$ cat src/rtl/jogador_automatico_genius.sv
// Automatic player for the memory game.
// Records the LED patterns the game presents and then replays them as
// timed press/release pulses on the game's button inputs.
//
// Ports:
//   clock       system clock, rising edge
//   reset       asynchronous active-high reset
//   habilita    enables the player; low sends it back to idle
//   mostrando   high while the game presents its sequence
//   leds        LED pattern shown by the game
//   injeta_erro (only with JOGADOR_ERRO_EN) corrupts the last replayed press
//   botoes      registered button pattern driven into the game
//   ocupado     high whenever the FSM is not idle
//   concluido   one-cycle pulse at the end of a replay
//   overflow    sticky; the presented sequence exceeded PROFUNDIDADE
//   tamanho     number of patterns captured
//   db_estado   current FSM state code
//
// Optional feature macro: JOGADOR_ERRO_EN (adds injeta_erro).
module jogador_automatico_genius #(
    parameter int unsigned PROFUNDIDADE = 16,
    parameter int unsigned T_PRESS      = 4,
    parameter int unsigned T_GAP        = 4,
    parameter int unsigned T_ESPERA     = 8
) (
    input  logic                                clock,
    input  logic                                reset,
    input  logic                                habilita,
    input  logic                                mostrando,
    input  logic [6:0]                          leds,
`ifdef JOGADOR_ERRO_EN
    input  logic                                injeta_erro,
`endif
    output logic [6:0]                          botoes,
    output logic                                ocupado,
    output logic                                concluido,
    output logic                                overflow,
    output logic [$clog2(PROFUNDIDADE+1)-1:0]   tamanho,
    output logic [2:0]                          db_estado
);

    localparam int unsigned W_TAM   = $clog2(PROFUNDIDADE + 1);
    localparam int unsigned W_PTR   = $clog2(PROFUNDIDADE);
    localparam int unsigned T_MAX1  = (T_PRESS > T_GAP) ? T_PRESS : T_GAP;
    localparam int unsigned T_MAX   = (T_MAX1 > T_ESPERA) ? T_MAX1 : T_ESPERA;
    localparam int unsigned W_TEMPO = (T_MAX > 1) ? $clog2(T_MAX) : 1;

    typedef enum logic [2:0] {
        OCIOSO    = 3'd0,
        CAPTURA   = 3'd1,
        ESPERA    = 3'd2,
        PRESSIONA = 3'd3,
        SOLTA     = 3'd4,
        FIM       = 3'd5
    } estado_t;

    estado_t              estado;
    logic [W_PTR-1:0]     ptr;
    logic [W_TEMPO-1:0]   tempo;
    logic [6:0]           leds_ant;
    logic                 mostrando_ant;
    logic [6:0]           mem [PROFUNDIDADE];

    logic                 evento;
    logic                 subida;
    logic                 cheio;
    logic                 ultimo;
    logic                 erro_espera;
    logic                 erro_solta;
    logic [6:0]           padrao_primeiro;
    logic [6:0]           padrao_proximo;

    // A new non-zero pattern that differs from last cycle is a capture event
    assign evento  = (leds != 7'd0) && (leds != leds_ant);
    assign subida  = mostrando && !mostrando_ant;
    assign cheio   = (tamanho == W_TAM'(PROFUNDIDADE));
    assign ultimo  = ((W_TAM'(ptr) + W_TAM'(1)) == tamanho);

    assign ocupado   = (estado != OCIOSO);
    assign db_estado = estado;

    // Error injection applies only to the final press of a replay
`ifdef JOGADOR_ERRO_EN
    assign erro_espera = injeta_erro && (tamanho == W_TAM'(1));
    assign erro_solta  = injeta_erro && ((W_TAM'(ptr) + W_TAM'(2)) == tamanho);
`else
    assign erro_espera = 1'b0;
    assign erro_solta  = 1'b0;
`endif

    // Pattern to load into botoes on PRESSIONA entry (rotated left when corrupted)
    always_comb begin
        padrao_primeiro = mem[0];
        padrao_proximo  = mem[ptr + W_PTR'(1)];
        if (erro_espera) begin
            padrao_primeiro = {mem[0][5:0], mem[0][6]};
        end
        if (erro_solta) begin
            padrao_proximo = {mem[ptr + W_PTR'(1)][5:0], mem[ptr + W_PTR'(1)][6]};
        end
    end

    // Pattern buffer; contents are don't-care after reset
    always_ff @(posedge clock) begin
        if (habilita && (estado == CAPTURA) && evento && !cheio) begin
            mem[W_PTR'(tamanho)] <= leds;
        end
    end

    // Main FSM with registered outputs
    always_ff @(posedge clock or posedge reset) begin
        if (reset) begin
            estado        <= OCIOSO;
            botoes        <= 7'd0;
            concluido     <= 1'b0;
            overflow      <= 1'b0;
            tamanho       <= '0;
            ptr           <= '0;
            tempo         <= '0;
            leds_ant      <= 7'd0;
            mostrando_ant <= 1'b0;
        end else begin
            leds_ant      <= leds;
            mostrando_ant <= mostrando;
            concluido     <= 1'b0;

            if (!habilita) begin
                estado <= OCIOSO;
                botoes <= 7'd0;
            end else if (subida && ((estado == ESPERA) || (estado == PRESSIONA) ||
                                    (estado == SOLTA))) begin
                // Game re-presents: discard the old sequence and capture again
                estado   <= CAPTURA;
                botoes   <= 7'd0;
                tamanho  <= '0;
                overflow <= 1'b0;
            end else begin
                case (estado)
                    OCIOSO: begin
                        botoes <= 7'd0;
                        if (mostrando) begin
                            estado   <= CAPTURA;
                            tamanho  <= '0;
                            overflow <= 1'b0;
                        end
                    end

                    CAPTURA: begin
                        botoes <= 7'd0;
                        if (evento) begin
                            if (!cheio) begin
                                tamanho <= tamanho + W_TAM'(1);
                            end else begin
                                overflow <= 1'b1;
                            end
                        end
                        // An event in the falling cycle still counts as captured
                        if (!mostrando) begin
                            if ((tamanho != '0) || evento) begin
                                estado <= ESPERA;
                                tempo  <= W_TEMPO'(T_ESPERA - 1);
                            end else begin
                                estado <= OCIOSO;
                            end
                        end
                    end

                    ESPERA: begin
                        botoes <= 7'd0;
                        if (tempo == '0) begin
                            estado <= PRESSIONA;
                            ptr    <= '0;
                            tempo  <= W_TEMPO'(T_PRESS - 1);
                            botoes <= padrao_primeiro;
                        end else begin
                            tempo <= tempo - W_TEMPO'(1);
                        end
                    end

                    PRESSIONA: begin
                        if (tempo == '0) begin
                            estado <= SOLTA;
                            tempo  <= W_TEMPO'(T_GAP - 1);
                            botoes <= 7'd0;
                        end else begin
                            tempo <= tempo - W_TEMPO'(1);
                        end
                    end

                    SOLTA: begin
                        botoes <= 7'd0;
                        if (tempo == '0) begin
                            if (ultimo) begin
                                estado    <= FIM;
                                concluido <= 1'b1;
                            end else begin
                                estado <= PRESSIONA;
                                ptr    <= ptr + W_PTR'(1);
                                tempo  <= W_TEMPO'(T_PRESS - 1);
                                botoes <= padrao_proximo;
                            end
                        end else begin
                            tempo <= tempo - W_TEMPO'(1);
                        end
                    end

                    FIM: begin
                        botoes <= 7'd0;
                        estado <= OCIOSO;
                    end

                    default: begin
                        botoes <= 7'd0;
                        estado <= OCIOSO;
                    end
                endcase
            end
        end
    end

endmodule
$ cat config.mk
export PLATFORM = sky130hd
export DESIGN_NAME = jogador_automatico_genius
export DESIGN_NICKNAME = d
export VERILOG_FILES = /design/src/rtl/jogador_automatico_genius.sv
export SDC_FILE = /design/constraint.sdc
export NUM_CORES = 1
export LEC_CHECK = 0
export BUFFER_PORTS_ARGS = -buffer_cell sky130_fd_sc_hd__buf_2
export CORE_ASPECT_RATIO = 0.75
export CORE_MARGIN = 2
export CORE_UTILIZATION = 60
export DETAILED_ROUTE_END_ITERATION = 12
export PLACE_DENSITY_LB_ADDON = 0.25
export SLEW_MARGIN = 20
export SYNTH_ARGS = -nofsm -noshare
export SYNTH_HDL_FRONTEND = slang
export SYNTH_SLANG_ARGS = --single-unit
$ cat constraint.sdc
create_clock -name clock -period 2.91 [get_ports clock]
set_clock_uncertainty 0.05 [all_clocks]
set_input_delay 0.1455 -clock clock [delete_from_list [all_inputs] [get_ports clock]]
set_output_delay 0.1455 -clock clock [all_outputs]
set_load 0.02 [all_outputs]
==> out/qor.yml <==
power_and_ir_drop:
  power_leakage_nw: 2.69
  power_frac_seq_pct: 47.5
  switchingPower_mw: 1.29
  comb_power_share_pct: 10.3
  power_frac_clock_pct: 42.2
  p_total_mw: 4.96
  p_sw_share_pct: 25.9
  peakVddDrop_uv: 488
  p_per_area_nw_per_um2: 691
  p_int_mw: 3.68
synthesis:
  synth_top_area_share_pct: 54.6
  synthArstFlopShare_pct: 22.2
  synth_edf_count: 112
  seq_area_frac_synth_pct: 67.6
  synth_commonest_cells: "112 x edfxtp_1, 32 x dfrtp_1, 28 x mux4_2, 21 x nand2_1, 18 x o21ai_0"
  ys_warn_count: 0
  synth.distinct_cells: 50
  synth_most_common_cell: "edfxtp_1"
  syn_avg_cell_area_um2: 16.8
  synth_top_flop_cell: "edfxtp_1"
  synth_area_um2: 6160
  synth_nets: 385
  synth_cells: 367
  synthTopCellsByArea: "edfxtp_1 55%, dfrtp_1 13%, mux4_2 10%"
  ys_ff_latch: 144
  yosysTopAreaCell: "edfxtp_1"
setup_path:
  worst_setup_path_start_kind: "input pin"
  crit_chain: "dlygate4sd3_1 > buf_2 > buf_4 > nor4_4 > a41oi_2 > and4b_1 > and3b_1 > and2_1"
  arrival_ps: 2740
  path_class: "in2reg"
  r2r_slack_ps: 290
  cp_data_required_time_ps: 2940
  worst-path-max-fanout: 11
  max_stage_delay_ps: 530
  critPathCaptureType: "flop"
  cpMaxStageDelayCell: "and4b_1"
drt:
  drtAntennaViolNets: 0
  drc: 0
  drtIter0Drc: 456
  wl_per_cell_um: 23.9
  firstDrtPassIters: 6
  wl_mm: 13.7
  num_vias: 3597
  vias_per_cell: 6.31
sta:
  worst_slack_ps: 197
  period_share_pct: 93.2
  max_freq_mhz: 369
  hold_ws_ps: 55.3
  finalSetupTns_ps: 0
  rsz0062_at_grt: "no"
  setup_violations: 0
  max_slew_margin_pct: 59.3
  tightest_slew_ps: 605
  period_minus_slack_ps: 2710
  hold_viol_final: 0
  final-max-slew-violation-count: 0
global_route:
  grt_pass1_vias: 3570
  antenna_found_initial: 0
  gr-total-overflow: 0
  grtUsageTotal_pct: 27.1
  grt_max_degree: 25
  grt_pass1_wl_mm: 21.1
placed_design:
  gp_congestion: 0.838
  portBuffers: 28
  dp_slack_ps: 343
  dp_hpwl_mm: 9.24
  dpl_cell_area_um2: 6550
  placed_cells: 532
cells_and_area:
  multiInputGateArea_um2: 1900
  fillers: 593
  final_cells: 570
  post_route_cells_drive_above_1_share_pct: 29.0
  diodes: 0
  final_nets: 443
  post-route-cell-area_um2: 7190
  final_util_pct: 73.2
  syn_to_final_growth_pct: 16.7
  regArea_um2: 4170
floorplan:
  core-area_um2: 9810
  fp-row-count: 31
  io_pins: 29
  start_util_pct: 62.8
  dieHeight_um: 91.7
  die_area_um2: 11100
  die_x_um: 121
clocking:
  tritoncts: "built"
  clock_path_buffers: 2
  cts-buffers-inserted: 17
  htreeDepth: 4
  clock-sinks: 144
  cts_root_buffer: "clkbuf_16"
  clk_latency_ps: 420
  clk_pin_slew_ps: 60
  cts_resized: 0
outcome:
  outcome: "complete, no violations"
run:
  max-cap-violations: 0
min_path:
  hold_class: "in2reg"
logic make-up (layout without fill, tap and decap cells):
logic type	count (synthesis)	in the layout	share of synthesized area (%)
mux	45	45	13.2
compound gates	54	54	6.18
xor+xnor	14	14	2.23
flops	144	144	67.6
simple gates	81	81	7.80
fa+ha+maj	7	7	1.42
buf+inv	22	93	1.60
final timing paths:
kind,from,to,cells past startpoint
min in group asynchronous,reset,overflow$_DFFE_PP0P_,3
max,leds[1],mem[9][0]$_DFFE_PP_,8
min,leds[2],leds_ant[2]$_DFF_PP0_,2
min reg2reg,tempo[0]$_DFFE_PP0P_,tempo[0]$_DFFE_PP0P_,1
max reg2reg,tamanho[0]$_DFFE_PP0P_,mem[9][0]$_DFFE_PP_,6
max in group asynchronous,reset,leds_ant[6]$_DFF_PP0_,4
what timing repair did:
item / 4_1_cts / 5_1_grt
endpoints found under the hold margin: 28 / 0
buffers inserted: 0 / 0
hold buffers: 6 / 0
state kept, by name (all words and copies together), names as in the netlist:
signal and flops:
concluido 1, leds_ant 7, mem 112, db_estado 3, mostrando_ant 1, tamanho 5
botoes 7, tempo 3, overflow 1, ptr 4
cell type report:
class / count / share of cell area (%)
sequential: 144 / 58.0
inverter: 7 / 0.366
clock inverter: 15 / 2.07
timing repair buffer: 54 / 4.88
clock buffer: 17 / 5.92
tap: 132 / 2.30
multi-input combinational: 201 / 26.5
power by group through the flow:
| stage | clock network [mW] | logic, mW | registers [mW] |
|---|---|---|---|
| global placement | 0 | 0.484 | 2.39 |
| CTS | 2.11 | 0.508 | 2.35 |
| global route | 2.20 | 0.555 | 2.37 |
| detailed placement | 0 | 0.499 | 2.40 |
| floorplan | 0 | 0.285 | 2.40 |
| finish | 2.09 | 0.512 | 2.36 |
critical path, delay by kind of cell:
kind,cells,cell delay [ps]
buffers and inverters,3,1000
AOI/OAI and AO/OA,1,350
and+or+nand+nor,4,1240
routing by layer:
metal / track usage (%) / vias up / share of wire [%]
met4: 12.2 / 0 / 2.4
li1: - / 1565 / -
met3: 8.52 / 30 / 10
met5: 0 / - / 0
met2: 37.4 / 179 / 45
met1: 39.8 / 1823 / 43
layout by cell type, fill, tap and decap left out, types with 4 or more instances in the layout:
cell / count
xor2_1: 6
a22oi_1: 7
nor3_1: 5
ha_1: 7
o21ai_0: 18
inv_1: 6
and3_1: 6
nor2b_1: 6
mux2i_1: 9
clkbuf_16: 17
and2_1: 12
edfxtp_1: 112
mux4_2: 28
buf_2: 28
nand2_1: 21
a22o_1: 4
dfrtp_1: 31
buf_4: 20
xnor2_1: 6
nand2b_1: 4
nor2_1: 8
dlygate4sd3_1: 6
inv_6: 5
a21oi_1: 6
mux2_2: 8
Power figures use the tool's default switching activity.
